<file path="src/rtl/if_fetch_queue.sv">
`default_nettype none
// ============================================================================
// Module   : if_fetch_queue
// Purpose  : Instruction-fetch queue at the consumer end of the PC interface.
//            Each valid PC becomes a one-cycle-latency word read. The returned
//            instruction and its PC are stored in a small FIFO and handed to
//            decode over valid/ready. holdpc stalls the PC stage so the FIFO
//            never overflows. A flush discards queued and in-flight fetches.
// Options  : FETCH_BYPASS_EN - when defined, an empty queue forwards the
//            returning read data straight to decode (1-cycle latency).
// Revision : 1.0 - initial release
// ============================================================================
module if_fetch_queue #(
  parameter int DEPTH = 4,
  parameter int XLEN  = 32
) (
  input  logic            clk,
  input  logic            rst,
  input  logic [XLEN-1:0] pc_in,
  input  logic            pc_valid,
  output logic            holdpc,
  output logic            imem_req,
  output logic [XLEN-1:0] imem_addr,
  input  logic [XLEN-1:0] imem_rdata,
  input  logic            flush,
  output logic [XLEN-1:0] id_instr,
  output logic [XLEN-1:0] id_pc,
  output logic            id_valid,
  input  logic            id_ready
);

  localparam int AW = $clog2(DEPTH);
  localparam int CW = AW + 1;
  localparam int TW = AW + 2;
  localparam logic [TW-1:0] c_DEPTH_TOKENS = TW'(DEPTH);

  // Reject depths the pointer arithmetic cannot wrap correctly.
  if ((DEPTH < 2) || ((DEPTH & (DEPTH - 1)) != 0)) begin : g_bad_depth
    $error("if_fetch_queue: DEPTH must be a power of two and at least 2");
  end

  logic [XLEN-1:0] r_mem_instr [DEPTH];
  logic [XLEN-1:0] r_mem_pc    [DEPTH];
  logic [AW-1:0]   r_rd_ptr;
  logic [AW-1:0]   r_wr_ptr;
  logic [CW-1:0]   r_count;
  logic            r_pending_valid;
  logic [XLEN-1:0] r_pending_pc;

  logic            w_req;
  logic            w_fifo_nonempty;
  logic            w_bypass;
  logic            w_bypass_take;
  logic            w_push;
  logic            w_pop;
  logic [TW-1:0]   w_tokens;

  // A fetch is issued for every valid PC unless a redirect is killing it.
  assign w_req     = pc_valid & ~flush & ~rst;
  assign imem_req  = w_req;
  assign imem_addr = w_req ? pc_in : '0;

`ifdef FETCH_BYPASS_EN
  // Returning data may skip the FIFO only when nothing older is queued.
  assign w_bypass = (r_count == '0) & r_pending_valid & ~flush;
`else
  assign w_bypass = 1'b0;
`endif

  assign w_bypass_take   = w_bypass & id_ready;
  assign w_fifo_nonempty = (r_count != '0);
  // A flush cycle still shows the head entry but never consumes it.
  assign w_pop           = w_fifo_nonempty & id_ready & ~flush;
  assign w_push          = r_pending_valid & ~flush & ~w_bypass_take;

  // Credits: queued entries, the read in flight and the PC offered now. Pops
  // are not credited, so a push can never land in a full FIFO.
  assign w_tokens = TW'(r_count) + TW'(r_pending_valid) + TW'(pc_valid);
  assign holdpc   = rst | (w_tokens >= c_DEPTH_TOKENS);

  // Decode-side view: FIFO head first, then the bypass path, else zeros.
  always_comb begin
    id_valid = 1'b0;
    id_instr = '0;
    id_pc    = '0;
    if (w_fifo_nonempty) begin
      id_valid = 1'b1;
      id_instr = r_mem_instr[r_rd_ptr];
      id_pc    = r_mem_pc[r_rd_ptr];
    end else if (w_bypass) begin
      id_valid = 1'b1;
      id_instr = imem_rdata;
      id_pc    = r_pending_pc;
    end
  end

  // Track the single outstanding read so its data can be paired with its PC.
  always_ff @(posedge clk or posedge rst) begin
    if (rst) begin
      r_pending_valid <= 1'b0;
      r_pending_pc    <= '0;
    end else begin
      r_pending_valid <= w_req;
      r_pending_pc    <= pc_in;
    end
  end

  // Pointer and occupancy bookkeeping; flush empties the queue in one edge.
  always_ff @(posedge clk or posedge rst) begin
    if (rst) begin
      r_rd_ptr <= '0;
      r_wr_ptr <= '0;
      r_count  <= '0;
    end else if (flush) begin
      r_rd_ptr <= r_wr_ptr;
      r_count  <= '0;
    end else begin
      if (w_push) begin
        r_wr_ptr <= r_wr_ptr + AW'(1);
      end
      if (w_pop) begin
        r_rd_ptr <= r_rd_ptr + AW'(1);
      end
      case ({w_push, w_pop})
        2'b10:   r_count <= r_count + CW'(1);
        2'b01:   r_count <= r_count - CW'(1);
        default: r_count <= r_count;
      endcase
    end
  end

  // Storage array; contents are only observable through a valid entry.
  always_ff @(posedge clk) begin
    if (w_push) begin
      r_mem_instr[r_wr_ptr] <= imem_rdata;
      r_mem_pc[r_wr_ptr]    <= r_pending_pc;
    end
  end

endmodule
`default_nettype wire

</file>
<file path="config.mk">
export PLATFORM = sky130hd
export DESIGN_NAME = if_fetch_queue
export DESIGN_NICKNAME = d
export VERILOG_FILES = /design/src/rtl/if_fetch_queue.sv
export SDC_FILE = /design/constraint.sdc
export NUM_CORES = 1
export LEC_CHECK = 0
export CORE_ASPECT_RATIO = 1.2
export CORE_UTILIZATION = 54
export DETAILED_ROUTE_END_ITERATION = 10
export GPL_TIMING_DRIVEN = 0
export PLACE_DENSITY_LB_ADDON = 0.15
export SYNTH_ARGS = -nofsm -noshare
export SYNTH_HDL_FRONTEND = slang
export SYNTH_SLANG_ARGS = --single-unit
</file>
<file path="constraint.sdc">
create_clock -name clk -period 3.1 [get_ports clk]
set_input_delay 0.465 -clock clk [delete_from_list [all_inputs] [get_ports clk]]
set_output_delay 0.465 -clock clk [all_outputs]
set_load 0.05 [all_outputs]
</file>
==> results of run 1 <==
[how the worst max path moves through the flow]
stage                     slack, ps                           end                    from  cells after the start
after global routing             -3                      imem_req                     rst                      4
after floorplan                 160   r_mem_instr[2][0]$_DFFE_PP_                   flush                      3
after global placement        -1120  r_mem_instr[0][26]$_DFFE_PP_                   flush                      3
after detailed placement       -340                 imem_addr[11]                pc_valid                      5
after CTS                       -10                      id_pc[4]  r_count[0]$_DFFE_PP0P_                      5
final                           100                      imem_req                     rst                      4
[worst max-delay path: stages]
cell	delay, ps
clkdlybuf4s50_1	490
nor3b_4	430
clkbuf_2	310
clkdlybuf4s50_1	840
[routing by layer]
metal	GRT usage (%)	share of wire (%)	up-vias	wire, um
met1	25.72	41	2830	8371
met2	36.06	53	162	10900
met3	3.175	4.7	26	962
met4	4.855	1.7	0	345
met5	0	0	-	0
li1	-	-	2478	-
[through the flow]
stage	instances	setup TNS, ps	utilization (%)
2_1_floorplan	525	0	-
5_1_grt	1013	-5.352	69.42
6_report	1013	0	69.42
3_5_place_dp	961	-7893	65.63
4_1_cts	1013	-13.31	69.65
3_3_place_gp	956	-292030	64.94
[power groups by stage]
stage | registers (mW) | clock network [mW] | logic [mW]
2_1_floorplan | 4.61 | 0 | 1.87
4_1_cts | 4.55 | 3.19 | 2.51
6_report | 4.54 | 3.11 | 2.45
5_1_grt | 4.56 | 3.33 | 2.62
3_3_place_gp | 4.62 | 0 | 2.52
3_5_place_dp | 4.63 | 0 | 2.58
[cell usage in the layout (no fill, tap or decap), types with 2 or more instances in the layout]
cell type / synthesis / layout
dfrtp_1: 40 / 40
clkdlybuf4s15_2: 0 / 31
clkbuf_2: 1 / 17
clkinv_2: 0 / 3
clkinv_1: 0 / 4
o21ai_0: 5 / 5
xnor2_1: 4 / 4
nor2_1: 2 / 2
buf_16: 0 / 4
clkbuf_1: 12 / 19
clkbuf_16: 0 / 29
nand2_1: 3 / 3
xor2_1: 2 / 2
buf_2: 8 / 10
clkbuf_8: 0 / 2
ha_1: 5 / 5
dlygate4sd2_1: 0 / 47
and2_4: 0 / 4
clkdlybuf4s50_1: 0 / 73
edfxtp_1: 256 / 256
clkdlybuf4s15_1: 0 / 2
mux4_2: 64 / 64
inv_1: 3 / 2
and2_1: 100 / 96
buf_6: 5 / 5
nor3_1: 3 / 3
[Yosys cell counts, types with 2 or more instances]
library cell | number | area share (%)
edfxtp_1 | 256 | 69
and2_1 | 100 | 5.6
mux4_2 | 64 | 13
dfrtp_1 | 40 | 8.9
clkbuf_1 | 12 | 0.40
buf_2 | 8 | 0.36
buf_6 | 5 | 0.50
ha_1 | 5 | 0.56
o21ai_0 | 5 | 0.22
xnor2_1 | 4 | 0.31
inv_1 | 3 | 0.10
nand2_1 | 3 | 0.10
nor3_1 | 3 | 0.13
nor2_1 | 2 | 0.067
xor2_1 | 2 | 0.16
[cell families after synthesis]
logic type / Yosys count / share of synthesized area (%)
compound gates: 9 / 0.6253
xor+xnor: 6 / 0.4690
fa+ha+maj: 6 / 0.7369
buf+inv: 29 / 1.407
flops: 296 / 77.53
mux: 65 / 12.95
simple gates: 114 / 6.275
[layout make-up]
cell class,count,area [um2]
Buffer,26,152.6
Clock buffer,43,798.3
Clock inverter,9,46.29
Fill cell,1313,6215
Inverter,3,11.26
Multi-Input combinational cell,200,2376
Sequential cell,296,8688
Tap cell,265,331.6
Timing Repair Buffer,171,1707
[flip-flops by register name, indices dropped and copies added, names as in the netlist]
name,flops
r_pending_pc,32
r_pending_valid,1
r_mem_instr,128
r_wr_ptr,2
r_count,3
r_rd_ptr,2
r_mem_pc,128
==> results.md, run 1 <==
- Yosys reg bits: 296
- Avg Cell Area, Syn: roughly 21 um2
- Final Hold Vio Count: 0
- Cell Pwr Density: approximately 700 nW/um2
- Final ANT Viol Nets: 0
- Worst-Margin Slew: between 600 and 700 ps
- Vias in the first global route: slightly below 6k
- Root buffer cell: clkbuf_16
- Setup Buffers After CTS: 0
- Post-Syn Instances: 525
- Total number of vias: 5496
- Post-CTS Hold Fix Bufs: 0
- Register area share after synthesis: between 70 and 80%
- Post-route cell area: around 14000 um2
- CTS clk-pin slew, worst paths: approximately 60 ps
- WP data required: about 2600 ps
- Crit path time final: around 3000 ps
- Die width: about 130 um
- WHS: 368.9 ps
- TritonCTS clock tree: built
- Post-synth EDFFs: around 260
- Synthesized cell area: 11210 um2
- Hold-critical path depth: 2
- Final setup margin: about 100 ps
- Later-pin clock latency in the skew report: between 500 and 600 ps
- Switch share: 27.52%
- R2r endpoint: r_mem_pc[3][5]$_DFFE_PP_
- Data arrival, critical path: roughly 2500 ps
- Die area: 21330 um2
- PortBufs: ~170
- Largest net degree at the start of global routing: 39
- Share of post-route cells with drive strength above 1: a little under a quarter
- Comb power frac: roughly 24%
- Final Cycle Share: 96.71%
- Fraction of registers with async set or reset after synthesis: 13.51%
- Max Clk Rate: between 300 and 400 MHz
- Worst slew margin: a little under three fifths
- Worst-case reg-to-reg path depth: 4
- Initial antenna violation count: 2
- Sequential share of power: around 45%
- R2R setup slack: 830 ps
- Area grow syn2layout: 25.93%
- Placed inst area: about 13000 um2
- Clock Tree Buf Depth: 3
- Pre-Repair DR Iteration Count: 4
- Hold WC Path Type: input port to register
- Type of the worst setup path: input port to primary output
- Max Cap Viol: 0
- Final #Nets: 801
- Synth Flop Type: edfxtp_1
- Vias per cell: 5.425
- Final HPWL DP: about 13000 um
- Largest vdd supply drop: about 0.00046 V
- Final wirelength: a little over 20000 um
- ANT cells: 0
- Synth Warn #: 0
- Total power draw: 10.11 mW
- Routability Congestion: just under 0.7
- Outcome: finished clean
- NetSw: between 2 and 3 mW
- Worst R2R Start: r_pending_valid$_DFF_PP0_
- Distinct cells, synth: 28
- Worst Hold End: r_count[1]$_DFFE_PP0P_
- Io pins: about 170
- Crit path max fanout: 11
- GRT Util Overall: just over 20%
- Worst Skew: 9.658 ps
- Slew Viols, Final: 0
- Clock Power Share: slightly above 30%
- CTS H-tree depth: 1
- Int Power: around 7.3 mW
- Worst Min Path Start: flush
- Initial Util: 55.13%
- Number of gates resized after cts: ~160
- CP Launch Type: input port
- Setup-failing EPs final: 0
- First-pass GRT wire length: 32200 um
- Total core area: between 20000 and 25000 um2
- CTS buffer count: 28
- Wire length per cell: approximately 20 um
- Dpl ws: -339.3 ps
- GR Overflow Total: 0
- DRC viols: 0
- LEAKAGE: around 5.0 nW
- Clock Sinks: between 200 and 300
- Synthesized Nets: 600
- Die height: around 160 um
- Setup crit end kind: primary output
- # rows: 57
- Drt initial violations: roughly 250
Power figures use the tool's default switching activity.
==> run 2: changes to the inputs <==
Settings changed: ABC_AREA from default to 1, CORE_UTILIZATION 54 to 52.
==> run 2 against run 1 <==
Net effect: clock skew is 2.2 ps lower; final cell count up 41%; synthesized area is 2.2% higher; clock power is 12% higher; critical path type is now register to primary output.
==> results.md, run 2 <==
- Worst-Margin Slew: 702.9 ps (+46.11 ps)
- DRC viols: 0 (unchanged)
- Post-route cell area: 14560 um2 (+3.2%)
- Register area share after synthesis: 75.87% (-1.7 points)
- Commonest non-fill, non-tap cell in the layout: nor2_1
- Die height: 164.6 um (+3.0%)
- ANT cells: 0 (unchanged)
- GR Overflow Total: 0 (unchanged)
- Yosys reg bits: 296 (unchanged)
- # rows: 59 (+3.5%)
- CTS H-tree depth: 1 (unchanged)
- Drt initial violations: 550 (+120%)
- Synth top cells by count: 295 x nor2_1, 256 x edfxtp_1, 127 x o21ai_0, 67 x a21oi_1, 49 x inv_1
- Fillers: 1550 (+18%)
- Slew Viols, Final: 0 (unchanged)
- Routability Congestion: 0.8402 (+21%)
- Largest vdd supply drop: 0.0005653 V (+23%)
- Top-count cell post-synth: nor2_1
- CTS clk-pin slew, worst paths: 60 ps (about the same)
- Data arrival, critical path: 2540 ps (about the same)
- Final wirelength: 25100 um (+22%)
- Area of the multi-input gates: 2362 um2 (-0.58%)
- Vias per cell: 5.224 (-3.7%)
- GRT Util Overall: 22.63% (+2.5 points)
- Avg Cell Area, Syn: 12.37 um2 (-42%)
- Setup-failing EPs final: 0 (unchanged)
- Placed inst area: 13680 um2 (+2.5%)
- Final #Nets: 1207 (+51%)
- Synth top area share: 67.13% (-1.5 points)
- Root buffer cell: clkbuf_16
- Worst slew margin: 53.03% (-3.2 points)
- Initial antenna violation count: 0 (-2)
- Area grow syn2layout: 27.16%
- Setup crit end kind: primary output
- RSZ-0062 raised after global routing: false
- First-pass GRT wire length: 38030 um (+18%)
- Largest area contributor in the netlist: edfxtp_1
- Final Hold Vio Count: 0 (unchanged)
- Setup Buffers After CTS: 0 (unchanged)
- Share of post-route cells with drive strength above 1: 12.13% (-11 points)
- Later-pin clock latency in the skew report: 530 ps (about the same)
- PortBufs: 167 (+0.60%)
- Hold WC Path Type: input port to async pin
- Outcome: finished clean
- Synthesized cell area: 11450 um2 (+2.2%)
- Total power draw: 11.86 mW (+17%)
- CP Launch Type: register
- Final ANT Viol Nets: 0 (unchanged)
- Synth Warn #: 0 (unchanged)
- Final HPWL DP: 15920 um (+24%)
- Die width: 137.5 um (+3.0%)
- Post-Syn Instances: 926 (+76%)
- Post-synth EDFFs: 256 (unchanged)
- FF+latch area: 8688 um2 (unchanged)
- Pre-Repair DR Iteration Count: 5 (+1)
- CTS buffer count: 28 (unchanged)
- TritonCTS clock tree: built
- WP data required: 2630 ps (about the same)
- Synthesized Nets: 1001 (+67%)
- Registers with the most flip-flops: r_mem_instr: 128 flops, r_mem_pc: 128 flops, r_pending_pc: 32 flops
- Clock Sinks: 296 (unchanged)
- Cell Pwr Density: 814.5 nW/um2 (+14%)
- Most frequent cells in the layout: 291 x nor2_1, 256 x edfxtp_1, 127 x o21ai_0
- Worst-case reg-to-reg path depth: 6 (+2)
- Max Cap Viol: 0 (unchanged)
- Vias in the first global route: 7338 (+25%)
- Total core area: 21630 um2 (+6.4%)
- Largest net degree at the start of global routing: 29 (-26%)
- Top area cells in the synthesized netlist: edfxtp_1 67%, nor2_1 9.7%, dfrtp_1 8.7%, o21ai_0 5.6%, a21oi_1 2.9%
- Distinct cells, synth: 20 (-29%)
- Type of the worst setup path: register to primary output
- Die area: 22620 um2 (+6.0%)
- Crit path time final: 3005 ps (+6.402 ps)
- Synth Flop Type: edfxtp_1
- Clock Tree Buf Depth: 3 (unchanged)
- Io pins: 168 (unchanged)
- Initial Util: 52.94% (-2.2 points)
- Worst Skew: 7.447 ps (-2.211 ps)
- LEAKAGE: 5.674 nW (+13%)
- Max Clk Rate: 332.8 MHz (-0.21%)
- Total number of vias: 7460 (+36%)
- Final Cycle Share: 96.92% (+0.21 points)
- Crit path max fanout: 10 (-1)
- Wire length per cell: 17.57 um (-13%)
- Fraction of registers with async set or reset after synthesis: 13.51% (unchanged)
[run 2: cell count changes in the layout (fill, tap and decap cells not counted), sizes merged, moves of 20 or more]
| cell | change |
|---|---|
| buf | +20 |
| and2 | -100 |
| nor2 | +293 |
| mux4 | -64 |
| inv | +49 |
| o21ai | +125 |
| a21oi | +67 |
[run 2: stage by stage]
step	TNS, ps	hold slack, ps	utilization, %	setup WS, ps	cells
2_1_floorplan	-227580	454.7	-	-889.0	926
3_3_place_gp	-996050	465.8	62.25	-3651	1367
3_5_place_dp	-18760	472.1	63.23	-627.0	1376
4_1_cts	-9.757	247.2	67.51	-9.757	1428
5_1_grt	0	255.6	67.32	0.2287	1428
6_report	0	242.7	67.32	95.49	1428
[run 2: timing repair]
item,CTS,global route
hold buffers,0,0
endpoints found under the setup margin,97,67
resized for setup,128,72
pin swaps,0,0
gates cloned,0,0
[run 2: path summary, 6_finish.rpt]
kind / from / end / slack, ps
worst max register to register: r_pending_valid$_DFF_PP0_ / r_mem_instr[1][30]$_DFFE_PP_ / 770
max in group asynchronous: rst / r_pending_pc[15]$_DFF_PP0_ / 2430
worst min-delay path: rst / r_pending_pc[24]$_DFF_PP0_ / 240
worst max-delay path: r_rd_ptr[0]$_DFFE_PP0P_ / id_instr[25] / 100
worst min register to register: r_pending_pc[24]$_DFF_PP0_ / r_mem_pc[3][24]$_DFFE_PP_ / 480
min in group clk: pc_in[16] / r_pending_pc[16]$_DFF_PP0_ / 400
[run 2: cell type report]
| cell class | instances | share of cell area, % |
|---|---|---|
| Clock buffer | 36 | 5.302 |
| Buffer | 51 | 1.822 |
| Sequential cell | 296 | 59.67 |
| Inverter | 52 | 1.358 |
| Clock inverter | 16 | 1.297 |
| Tap cell | 274 | 2.354 |
| Multi-Input combinational cell | 527 | 16.22 |
| Timing Repair Buffer | 176 | 11.98 |
[run 2: metal layers]
layer  share of wire [%]  GRT usage [%]
met5                   0              0
met4                 2.6          8.092
met3                 6.3          3.714
met2                  52          39.93
met1                  39          27.92
[run 2: kinds of logic (layout without fill, tap and decap cells)]
logic type,after synthesis,after routing,share of synthesized area [%]
xor gates and xnor gates,2,2,0.1530
AOI/OAI and AO/OA,199,199,8.741
adders and majority gates,6,6,0.7212
and+or+nand+nor,320,320,10.64
buffers and inverters,103,331,3.868
DFF,296,296,75.87
[run 2: worst max-delay path, stage by stage, from the launching register on]
cell and delay [ps]:
dfrtp_1 440, inv_2 120, buf_4 210, clkbuf_1 390, o21ai_0 160, a21oi_1 150, dlygate4sd2_1 540
[run 2: report_power, final]
| group | switching (mW) | total (mW) | internal (mW) |
|---|---|---|---|
| Sequential | 0.0754 | 4.55 | 4.48 |
| Clock | 1.40 | 3.49 | 2.09 |
| Combinational | 2.75 | 3.82 | 1.07 |
| Total | 4.22 | 11.9 | 7.64 |
